<file path="config.mk">
export PLATFORM = sky130hd
export DESIGN_NAME = mips_mc_ctrl_flat
export DESIGN_NICKNAME = d
export VERILOG_FILES = /design/src/rtl/mips_mc_ctrl_if.sv /design/src/rtl/mips_mc_ctrl.sv /design/src/flat_wrapper.sv
export SDC_FILE = /design/constraint.sdc
export NUM_CORES = 1
export LEC_CHECK = 0
export ABC_AREA = 1
export BUFFER_PORTS_ARGS = -buffer_cell sky130_fd_sc_hd__buf_2
export CAP_MARGIN = 10
export CORE_MARGIN = 2
export CORE_UTILIZATION = 58
export CTS_BUF_LIST = sky130_fd_sc_hd__clkbuf_16
export CTS_CLUSTER_DIAMETER = 120
export CTS_CLUSTER_SIZE = 28
export DETAILED_ROUTE_END_ITERATION = 16
export GPL_ROUTABILITY_DRIVEN = 0
export PLACE_DENSITY = 0.95
export SLEW_MARGIN = 10
export SYNTH_ARGS = -nofsm -noshare
export SYNTH_HDL_FRONTEND = slang
export SYNTH_SLANG_ARGS = --single-unit
</file>
<file path="constraint.sdc">
create_clock -name clk -period 2.15 [get_ports clk]
set_input_delay 0.1075 -clock clk [delete_from_list [all_inputs] [get_ports clk]]
set_output_delay 0.1075 -clock clk [all_outputs]
set_load 0.02 [all_outputs]
</file>
<file path="src/rtl/mips_mc_ctrl_if.sv">
// Control/status bundle between the multicycle MIPS controller (master) and its datapath/memory (slave).
interface mips_mc_ctrl_if;
  logic [5:0] opcode;
  logic [5:0] funct;
  logic       zero;
  logic       mem_ack;
  logic       mem_req;
  logic       mem_we;
  logic       iord;
  logic       pc_we;
  logic       ir_we;
  logic       reg_we;
  logic       reg_dst;
  logic       mem_to_reg;
  logic       alu_src_a;
  logic [1:0] alu_src_b;
  logic [1:0] pc_src;
  logic [3:0] alu_ctrl;
  logic [1:0] fault;

  modport master (
    input  opcode, funct, zero, mem_ack,
    output mem_req, mem_we, iord, pc_we, ir_we, reg_we, reg_dst, mem_to_reg,
           alu_src_a, alu_src_b, pc_src, alu_ctrl, fault
  );

  modport slave (
    output opcode, funct, zero, mem_ack,
    input  mem_req, mem_we, iord, pc_we, ir_we, reg_we, reg_dst, mem_to_reg,
           alu_src_a, alu_src_b, pc_src, alu_ctrl, fault
  );
endinterface

</file>
<file path="src/rtl/mips_mc_ctrl.sv">
// Multicycle MIPS control FSM (Moore); 3-5 cycles per instruction with zero-wait memory.
// Memory states stall until mem_ack and fault after MEM_TIMEOUT silent cycles; FAULT is left only by reset.
module mips_mc_ctrl #(
  parameter int unsigned MEM_TIMEOUT = 255
) (
  input  logic            clk,
  input  logic            rst_n,
  mips_mc_ctrl_if.master  bus
);

  typedef enum logic [3:0] {
    S_FETCH, S_DECODE, S_MEM_ADDR, S_MEM_RD, S_MEM_WB, S_MEM_WR,
    S_EXEC_R, S_ALU_WB, S_EXEC_I, S_BRANCH, S_JUMP, S_FAULT
  } state_e;

  localparam logic [3:0] ALU_AND = 4'd0;
  localparam logic [3:0] ALU_OR  = 4'd1;
  localparam logic [3:0] ALU_ADD = 4'd2;
  localparam logic [3:0] ALU_SUB = 4'd6;
  localparam logic [3:0] ALU_SLT = 4'd7;
  localparam logic [3:0] ALU_NOR = 4'd12;
  localparam logic [3:0] ALU_XOR = 4'd13;

  localparam logic [1:0] F_NONE   = 2'd0;
  localparam logic [1:0] F_OPCODE = 2'd1;
  localparam logic [1:0] F_FUNCT  = 2'd2;
  localparam logic [1:0] F_TMO    = 2'd3;

  localparam logic [9:0] TMO_LAST = 10'(MEM_TIMEOUT - 1);

  state_e     state_q, state_d;
  logic [9:0] cnt_q, cnt_d;
  logic [1:0] fault_q, fault_d;
  logic [3:0] alu_q, alu_d;
  logic       wb_rd_q, wb_rd_d;

  logic       funct_ok;
  logic [3:0] funct_alu;
  logic       mem_wait;
  state_e     mem_done;

  always_comb begin
    funct_ok  = 1'b1;
    funct_alu = ALU_ADD;
    case (bus.funct)
      6'h20:   funct_alu = ALU_ADD;
      6'h22:   funct_alu = ALU_SUB;
      6'h24:   funct_alu = ALU_AND;
      6'h25:   funct_alu = ALU_OR;
      6'h27:   funct_alu = ALU_NOR;
      6'h26:   funct_alu = ALU_XOR;
      6'h2A:   funct_alu = ALU_SLT;
      default: funct_ok  = 1'b0;
    endcase
  end

  assign mem_wait = (state_q == S_FETCH) || (state_q == S_MEM_RD) || (state_q == S_MEM_WR);
  assign mem_done = (state_q == S_FETCH)  ? S_DECODE :
                    (state_q == S_MEM_RD) ? S_MEM_WB : S_FETCH;

  always_ff @(posedge clk or negedge rst_n) begin
    if (!rst_n) begin
      state_q <= S_FETCH;
      cnt_q   <= '0;
      fault_q <= F_NONE;
      alu_q   <= ALU_ADD;
      wb_rd_q <= 1'b0;
    end else begin
      state_q <= state_d;
      cnt_q   <= cnt_d;
      fault_q <= fault_d;
      alu_q   <= alu_d;
      wb_rd_q <= wb_rd_d;
    end
  end

  // The wait counter only survives while a memory state stalls; any transition clears it.
  always_comb begin
    state_d = state_q;
    cnt_d   = '0;
    fault_d = fault_q;
    alu_d   = alu_q;
    wb_rd_d = wb_rd_q;
    if (mem_wait) begin
      if (bus.mem_ack) begin
        state_d = mem_done;
      end else if (cnt_q == TMO_LAST) begin
        state_d = S_FAULT;
        fault_d = F_TMO;
      end else begin
        cnt_d = cnt_q + 10'd1;
      end
    end else begin
      case (state_q)
        S_DECODE: begin
          case (bus.opcode)
            6'h23, 6'h2B: state_d = S_MEM_ADDR;
            6'h00:        state_d = S_EXEC_R;
            6'h08:        state_d = S_EXEC_I;
            6'h04, 6'h05: state_d = S_BRANCH;
            6'h02:        state_d = S_JUMP;
            default: begin
              state_d = S_FAULT;
              fault_d = F_OPCODE;
            end
          endcase
        end
        S_MEM_ADDR: state_d = (bus.opcode == 6'h2B) ? S_MEM_WR : S_MEM_RD;
        S_EXEC_R: begin
          if (funct_ok) begin
            state_d = S_ALU_WB;
            alu_d   = funct_alu;
            wb_rd_d = 1'b1;
          end else begin
            state_d = S_FAULT;
            fault_d = F_FUNCT;
          end
        end
        S_EXEC_I: begin
          state_d = S_ALU_WB;
          alu_d   = ALU_ADD;
          wb_rd_d = 1'b0;
        end
        S_MEM_WB, S_ALU_WB, S_BRANCH, S_JUMP: state_d = S_FETCH;
        S_FAULT:  state_d = S_FAULT;
        default:  state_d = S_FETCH;
      endcase
    end
  end

  always_comb begin
    bus.mem_req    = 1'b0;
    bus.mem_we     = 1'b0;
    bus.iord       = 1'b0;
    bus.pc_we      = 1'b0;
    bus.ir_we      = 1'b0;
    bus.reg_we     = 1'b0;
    bus.reg_dst    = 1'b0;
    bus.mem_to_reg = 1'b0;
    bus.alu_src_a  = 1'b0;
    bus.alu_src_b  = 2'd0;
    bus.pc_src     = 2'd0;
    bus.alu_ctrl   = ALU_ADD;
    case (state_q)
      S_FETCH: begin
        bus.mem_req   = 1'b1;
        bus.alu_src_b = 2'd1;
        bus.pc_we     = bus.mem_ack;
        bus.ir_we     = bus.mem_ack;
      end
      S_DECODE:   bus.alu_src_b = 2'd3;
      S_MEM_ADDR: begin
        bus.alu_src_a = 1'b1;
        bus.alu_src_b = 2'd2;
      end
      S_MEM_RD: begin
        bus.mem_req = 1'b1;
        bus.iord    = 1'b1;
      end
      S_MEM_WB: begin
        bus.reg_we     = 1'b1;
        bus.mem_to_reg = 1'b1;
      end
      S_MEM_WR: begin
        bus.mem_req = 1'b1;
        bus.mem_we  = 1'b1;
        bus.iord    = 1'b1;
      end
      S_EXEC_R: begin
        bus.alu_src_a = 1'b1;
        bus.alu_ctrl  = funct_ok ? funct_alu : ALU_ADD;
      end
      S_ALU_WB: begin
        bus.reg_we   = 1'b1;
        bus.reg_dst  = wb_rd_q;
        bus.alu_ctrl = alu_q;
      end
      S_EXEC_I: begin
        bus.alu_src_a = 1'b1;
        bus.alu_src_b = 2'd2;
      end
      // opcode[0] distinguishes BNE from BEQ, inverting the taken sense of zero.
      S_BRANCH: begin
        bus.alu_src_a = 1'b1;
        bus.alu_ctrl  = ALU_SUB;
        bus.pc_src    = 2'd1;
        bus.pc_we     = bus.zero ^ bus.opcode[0];
      end
      S_JUMP: begin
        bus.pc_src = 2'd2;
        bus.pc_we  = 1'b1;
      end
      default: ;
    endcase
  end

  assign bus.fault = fault_q;

endmodule

</file>
<file path="src/flat_wrapper.sv">
// flat-port wrapper written by rule: the top's interface ports become plain ports
module mips_mc_ctrl_flat 
#(
  parameter int unsigned MEM_TIMEOUT = 255
)
  (clk, rst_n, bus_opcode, bus_funct, bus_zero, bus_mem_ack, bus_mem_req, bus_mem_we, bus_iord, bus_pc_we, bus_ir_we, bus_reg_we, bus_reg_dst, bus_mem_to_reg, bus_alu_src_a, bus_alu_src_b, bus_pc_src, bus_alu_ctrl, bus_fault);
  mips_mc_ctrl_if bus_i ();
  input  logic clk;
  input  logic rst_n;
  input wire logic [$bits(bus_i.opcode)-1:0] bus_opcode;
  input wire logic [$bits(bus_i.funct)-1:0] bus_funct;
  input wire logic [$bits(bus_i.zero)-1:0] bus_zero;
  input wire logic [$bits(bus_i.mem_ack)-1:0] bus_mem_ack;
  output wire logic [$bits(bus_i.mem_req)-1:0] bus_mem_req;
  output wire logic [$bits(bus_i.mem_we)-1:0] bus_mem_we;
  output wire logic [$bits(bus_i.iord)-1:0] bus_iord;
  output wire logic [$bits(bus_i.pc_we)-1:0] bus_pc_we;
  output wire logic [$bits(bus_i.ir_we)-1:0] bus_ir_we;
  output wire logic [$bits(bus_i.reg_we)-1:0] bus_reg_we;
  output wire logic [$bits(bus_i.reg_dst)-1:0] bus_reg_dst;
  output wire logic [$bits(bus_i.mem_to_reg)-1:0] bus_mem_to_reg;
  output wire logic [$bits(bus_i.alu_src_a)-1:0] bus_alu_src_a;
  output wire logic [$bits(bus_i.alu_src_b)-1:0] bus_alu_src_b;
  output wire logic [$bits(bus_i.pc_src)-1:0] bus_pc_src;
  output wire logic [$bits(bus_i.alu_ctrl)-1:0] bus_alu_ctrl;
  output wire logic [$bits(bus_i.fault)-1:0] bus_fault;
  assign bus_i.opcode = bus_opcode;
  assign bus_i.funct = bus_funct;
  assign bus_i.zero = bus_zero;
  assign bus_i.mem_ack = bus_mem_ack;
  assign bus_mem_req = bus_i.mem_req;
  assign bus_mem_we = bus_i.mem_we;
  assign bus_iord = bus_i.iord;
  assign bus_pc_we = bus_i.pc_we;
  assign bus_ir_we = bus_i.ir_we;
  assign bus_reg_we = bus_i.reg_we;
  assign bus_reg_dst = bus_i.reg_dst;
  assign bus_mem_to_reg = bus_i.mem_to_reg;
  assign bus_alu_src_a = bus_i.alu_src_a;
  assign bus_alu_src_b = bus_i.alu_src_b;
  assign bus_pc_src = bus_i.pc_src;
  assign bus_alu_ctrl = bus_i.alu_ctrl;
  assign bus_fault = bus_i.fault;
  mips_mc_ctrl #(.MEM_TIMEOUT(MEM_TIMEOUT)) u_core (.clk(clk), .rst_n(rst_n), .bus(bus_i));
endmodule
</file>
==> flow_metrics.tcl, run 1 <==
set metrics [dict create \
    synth_compound_area_share_pct 8.42 \
    ant_nets 0 \
    nNetsFinal 283 \
    io_buffers 34 \
    vdd_drop_max_v 0.000888 \
    clock_latency_ps 250 \
    critPathLaunchType "flop" \
    die-area_um2 3040 \
    yosysMostFrequentCell "nand2_1" \
    syn_inst 227 \
    worstPathMaxFanout 5 \
    holdWs_ps 190 \
    grt_pass1_wl_mm 5.46 \
    synthAdderAreaFrac_pct 1.65 \
    cts-root-buf "clkbuf_16" \
    grt_usage_pct 25.5 \
    finalCritPeriodShare_pct 81.6 \
    tns_ps 0 \
    drv_slew 0 \
    seq_area_um2 527 \
    muxShareOfSynthArea_pct 0 \
    grt_pass1_vias 1378 \
    io_pins 35 \
    crit_required_ps 2040 \
    rsz0062_at_grt "false" \
    yosysWarnings 0 \
    numCtsBuffers 3 \
    htree_levels 1 \
    synth_top_cells_by_area "dfrtp_1, nand2_1, nor2_1, inv_1, nand3_1" \
    worstSetupPathType "flop to output pin" \
    antenna_cells 0 \
    power.density_nw_per_um2 1200 \
    run_status "complete, no violations" \
    synth_top_area_share_pct 33.0 \
    finalHoldViolations 0 \
    synth-main-ff-cell "dfrtp_1" \
    antenna_found_initial 0 \
    num-fill-cells 207 \
    clkTransAtPathRegs_ps 60 \
    synth_edf_count 0 \
    end_kind "output pin" \
    cts.path.max_buffers 2 \
    synth_xor_area_share_pct 2.89 \
    multi_input_area_um2 835 \
    ys_types 28 \
    syn-num-nets 245 \
    worstHoldPathType "primary input to flop" \
    syn-cell-area_um2 1520 \
    synthSimpleGateAreaFrac_pct 42.1 \
    clock-sinks 21 \
    routed_wl_mm 3.52 \
    finalSetupViolCount 0 \
    total_power_mw 2.15 \
    yosys.area.top_type "dfrtp_1" \
    gr-total-overflow 0 \
    hpwl_mm 2.71 \
    synth.avg_cell_area_um2 6.68 \
    drc 0 \
    cp_data_arrival_time_ps 1650 \
    skew_ps 1.16 \
    fmax_ghz 0.570 \
    drive_gt1_share_pct 22.7 \
    async_flop_share_pct 100 \
    first_pass_iters 4 \
    p_leak_nw 0.927 \
    post_cts_buffers 0 \
    num_vias 1572 \
    post_cts_resized 0 \
    drt-wirelength-per-cell_um 12.0 \
    fp.dieH_um 55.1 \
    netlist_top_cells_count "nand2_1, nor2_1, inv_1" \
    ys_seq_elements 21 \
    seq_area_frac_synth_pct 34.7 \
    drtIter0Drc 50 \
    die-width_um 55.1 \
    maxCapViolCount 0 \
    start_util_pct 61.2 \
    syn_to_final_growth_pct 18.2 \
    grt_max_degree 22 \
    coreArea_um2 2480 \
    finalCriticalPeriod_ps 1750 \
    viasPerCell 5.35 \
    cts_tree "yes" \
    relSlewSlack_pct 68.2 \
    rows 18 \
    worst_pin_slew_ps 477 \
    synth_top_family_by_area "simple AND/OR/NAND/NOR gates" \
]
-- placed cells by master (no fill, tap or decap), drive strengths merged, types with 4 or more instances in the layout --
| cell | count |
|---|---|
| nand2 | 58 |
| nor2 | 51 |
| buf | 34 |
| inv | 34 |
| dfrtp | 20 |
| nand3 | 20 |
| a21oi | 8 |
| o21ai | 7 |
| nor3 | 7 |
| xor2 | 4 |
| o22ai | 4 |
-- report_power, final --
| part | switching (mW) | internal [mW] | leakage (nW) |
|---|---|---|---|
| Sequential | 0.0882 | 0.490 | 0.279 |
| Clock | 0.143 | 0.250 | 0.0409 |
| Combinational | 0.813 | 0.369 | 0.606 |
| Total | 1.04 | 1.11 | 0.927 |
-- metal layers --
| metal | vias to the layer above | wire (µm) | GRT usage, % |
|---|---|---|---|
| li1 | 795 | - | - |
| met1 | 719 | 1410 | 29.0 |
| met2 | 47 | 1820 | 47.8 |
| met3 | 11 | 192 | 2.69 |
| met4 | 0 | 89 | 11.0 |
| met5 | - | 0 | 0 |
-- flip-flops by register name, indices dropped and copies added (netlist names) --
register	flops
u_core.cnt_q	10
u_core.alu_q	4
u_core.state_q	4
u_core.bus.fault	2
u_core.wb_rd_q	1
-- what timing repair did --
item | CTS | global route
hold endpoints to repair | 20 | 0
endpoints found under the setup margin | 0 | 0
hold buffers | 1 | 0
-- worst max-delay path, cell delays in order (launching register included) --
cell and delay (ps):
dfrtp_1 480, nor2_1 240, inv_1 110, nor2_1 180, a21oi_1 110, o21ai_0 80, buf_2 180
-- per-stage QoR --
step	setup WS, ps	std cells	utilization, %	cell area (µm²)
detailed placement	571	289	68.7	1700
global placement	574	289	68.7	1700
CTS	419	294	72.3	1790
finish	396	294	72.3	1790
floorplan	536	227	-	1520
global route	270	294	72.3	1790
-- final timing paths --
path / from / to / slack (ps) / cells after the start
worst max-delay path: u_core.state_q[2] / bus_pc_we / 400 / 6
worst min-delay path: bus_mem_ack / u_core.cnt_q[3] / 190 / 4
worst max register to register: u_core.state_q[1] / u_core.state_q[1] / 530 / 8
worst min register to register: u_core.bus.fault[0] / u_core.bus.fault[0] / 460 / 2
max in group asynchronous: rst_n / u_core.alu_q[1] / 1460 / 2
min in group asynchronous: rst_n / u_core.cnt_q[2] / 340 / 2
-- cells by family after synthesis --
logic type / Yosys count
AND/OR/NAND/NOR: 140
buffers and inverters: 37
AO/OA/AOI/OAI: 22
flip-flops: 21
XOR/XNOR: 5
adder cells (fa/ha/maj): 2
-- layout make-up --
| cell class | instances | share of cell area (%) |
|---|---|---|
| sequential | 21 | 29.4 |
| clock buffer | 3 | 4.19 |
| tap | 30 | 2.09 |
| timing repair buffer | 35 | 10.1 |
| multi-input combinational | 169 | 46.6 |
| clock inverter | 1 | 0.279 |
| inverter | 35 | 7.40 |
(Power assumes the default switching activity.)
==> inputs of run 2 (changes only) <==
--- a/config.mk
+++ b/config.mk
@@ -9,13 +9,13 @@
 export BUFFER_PORTS_ARGS = -buffer_cell sky130_fd_sc_hd__buf_2
 export CAP_MARGIN = 10
 export CORE_MARGIN = 2
-export CORE_UTILIZATION = 58
+export CORE_UTILIZATION = 53
 export CTS_BUF_LIST = sky130_fd_sc_hd__clkbuf_16
 export CTS_CLUSTER_DIAMETER = 120
 export CTS_CLUSTER_SIZE = 28
 export DETAILED_ROUTE_END_ITERATION = 16
 export GPL_ROUTABILITY_DRIVEN = 0
-export PLACE_DENSITY = 0.95
+export PLACE_DENSITY = 0.89
 export SLEW_MARGIN = 10
 export SYNTH_ARGS = -nofsm -noshare
 export SYNTH_HDL_FRONTEND = slang
==> constraint.sdc (replaced) <==
create_clock -name clk -period 1.71 [get_ports clk]
set_input_delay 0.0855 -clock clk [delete_from_list [all_inputs] [get_ports clk]]
set_output_delay 0.0855 -clock clk [all_outputs]
set_load 0.02 [all_outputs]
==> run 2 against run 1 <==
Final area rose by 2.9%. Critical endpoint is now u_core.state_q[3]. Wire length fell by 0.40%. Die area is 8.7% higher. Critical path depth is 1 higher. Core utilization shrank 4.9 points. Combinational power grew 32%.
==> flow_metrics.tcl, run 2 (synthesis results as in run 1) <==
set metrics [dict create \
    critPathLaunchType "flop" \
    drive_gt1_share_pct 26.6 \
    num_vias 1576 \
    top_register "u_core.cnt_q" \
    worstHoldPathType "primary input to flop" \
    largest_register_ffs 10 \
    gr-total-overflow 0 \
    maxCapViolCount 0 \
    power.density_nw_per_um2 1510 \
    layout_setup_ws_ps 49.9 \
    slowest_delay_ps 470 \
    end_kind "flop" \
    io_pins 35 \
    cts.path.max_buffers 2 \
    ff2ff_path_depth 7 \
    cp_data_arrival_time_ps 1810 \
    drc 0 \
    finalSetupViolCount 0 \
    start_util_pct 55.5 \
    skew_ps 5.42 \
    drt-wirelength-per-cell_um 11.8 \
    numCtsBuffers 3 \
    fp.dieH_um 57.5 \
    gr-max-usage-layer "met2" \
    routed_wl_mm 3.50 \
    clkTransAtPathRegs_ps 60 \
    hold_depth 4 \
    die-area_um2 3310 \
    use_met3_pct 2.95 \
    grt_pass1_wl_mm 5.78 \
    viasPerCell 5.29 \
    die-width_um 57.5 \
    antenna_cells 0 \
    io_buffers 34 \
    nNetsFinal 286 \
    reg_top3 "u_core.cnt_q (10), u_core.alu_q (4), u_core.state_q (4)" \
    tns_ps 0 \
    antenna_found_initial 0 \
    crit_chain "nor2_2 -> nand2_2 -> nand3_4 -> nand2_4 -> nor2_4 -> inv_2 -> and2_1" \
    clock_latency_ps 250 \
    met1_usage_pct 27.5 \
    htree_levels 1 \
    slowest_stage "dfrtp_2" \
    rows 19 \
    worstPathMaxFanout 11 \
    p_leak_nw 0.941 \
    dp_cells 291 \
    finalCriticalPeriod_ps 1660 \
    finalHoldViolations 0 \
    instances_no_fill 298 \
    grt_pass1_vias 1423 \
    coreArea_um2 2730 \
    rsz0062_at_grt "true" \
    worst_pin_slew_ps 470 \
    crit_required_ps 1860 \
    met2_usage_pct 39.8 \
    holdWs_ps 188 \
    total_power_mw 2.78 \
    drtIter0Drc 76 \
    cts_tree "yes" \
    drv_slew 0 \
    grt_max_degree 22 \
    relSlewSlack_pct 68.7 \
    fmax_ghz 0.602 \
    first_pass_iters 4 \
    run_status "complete, no violations" \
    grt_usage_pct 22.3 \
    clock-sinks 21 \
    vdd_drop_max_v 0.00102 \
    final_cell_mix "nand2_1, nor2_1, buf_2, inv_1, nand3_1" \
    rrSetupSlack_ps 50 \
    dp_slack_ps 106 \
    ant_nets 0 \
    worstSetupPathType "flop to flop" \
    finalCritPeriodShare_pct 97.1 \
    syn_to_final_growth_pct 21.5 \
    hpwl_mm 2.68 \
    final_common_cell "nand2_1" \
    cts-root-buf "clkbuf_16" \
]
## run 2: cell types whose count changed in the layout (fill, tap and decap cells not counted), sizes merged
cell  change
buf       +3
## run 2: layer usage
layer	vias up	wire length, µm	share of wire [%]
li1	796	-	-
met1	713	1500	43
met2	54	1680	48
met3	13	216	6.2
met4	0	103	2.9
met5	-	0	0
## run 2: where the power goes
group,internal [mW],leakage (nW),switching (mW)
sequential,0.620,0.277,0.114
clock,0.314,0.0409,0.176
combinational,0.496,0.623,1.06
## run 2: per-stage QoR
step                      util, %  cell area (µm²)
after floorplan                 -             1520
after global placement       62.6             1710
after detailed placement     62.6             1710
after CTS                    66.0             1800
after global routing         67.4             1840
final                        67.4             1840
## run 2: final cells by class
class	count	area, µm²
sequential	21	529
inverter	35	133
clock inverter	1	5.00
timing repair buffer	38	203
clock buffer	3	75.1
tap	31	38.8
fill	242	891
multi-input combinational	169	860
## run 2: worst paths after layout
kind	start	end
setup reg to reg	u_core.state_q[1]	u_core.state_q[3]
min in group asynchronous	rst_n	u_core.cnt_q[0]
hold reg to reg	u_core.bus.fault[1]	u_core.bus.fault[1]
hold / removal	bus_mem_ack	u_core.cnt_q[3]
max in group asynchronous	rst_n	u_core.state_q[2]
setup / recovery	u_core.state_q[1]	u_core.state_q[3]
## run 2: repair_timing
item,in CTS,in global routing
setup buffers,0,2
setup endpoints to repair,2,6
hold buffers,1,0
pin swaps,0,1
hold endpoints to repair,20,0
resized for setup,2,8
## run 2: worst max-delay path, delay by kind of cell, from the launching register on
kind,cells,cell delay (ps)
AND/OR/NAND/NOR,6,940
buffers and inverters,1,140
flip-flops,1,470
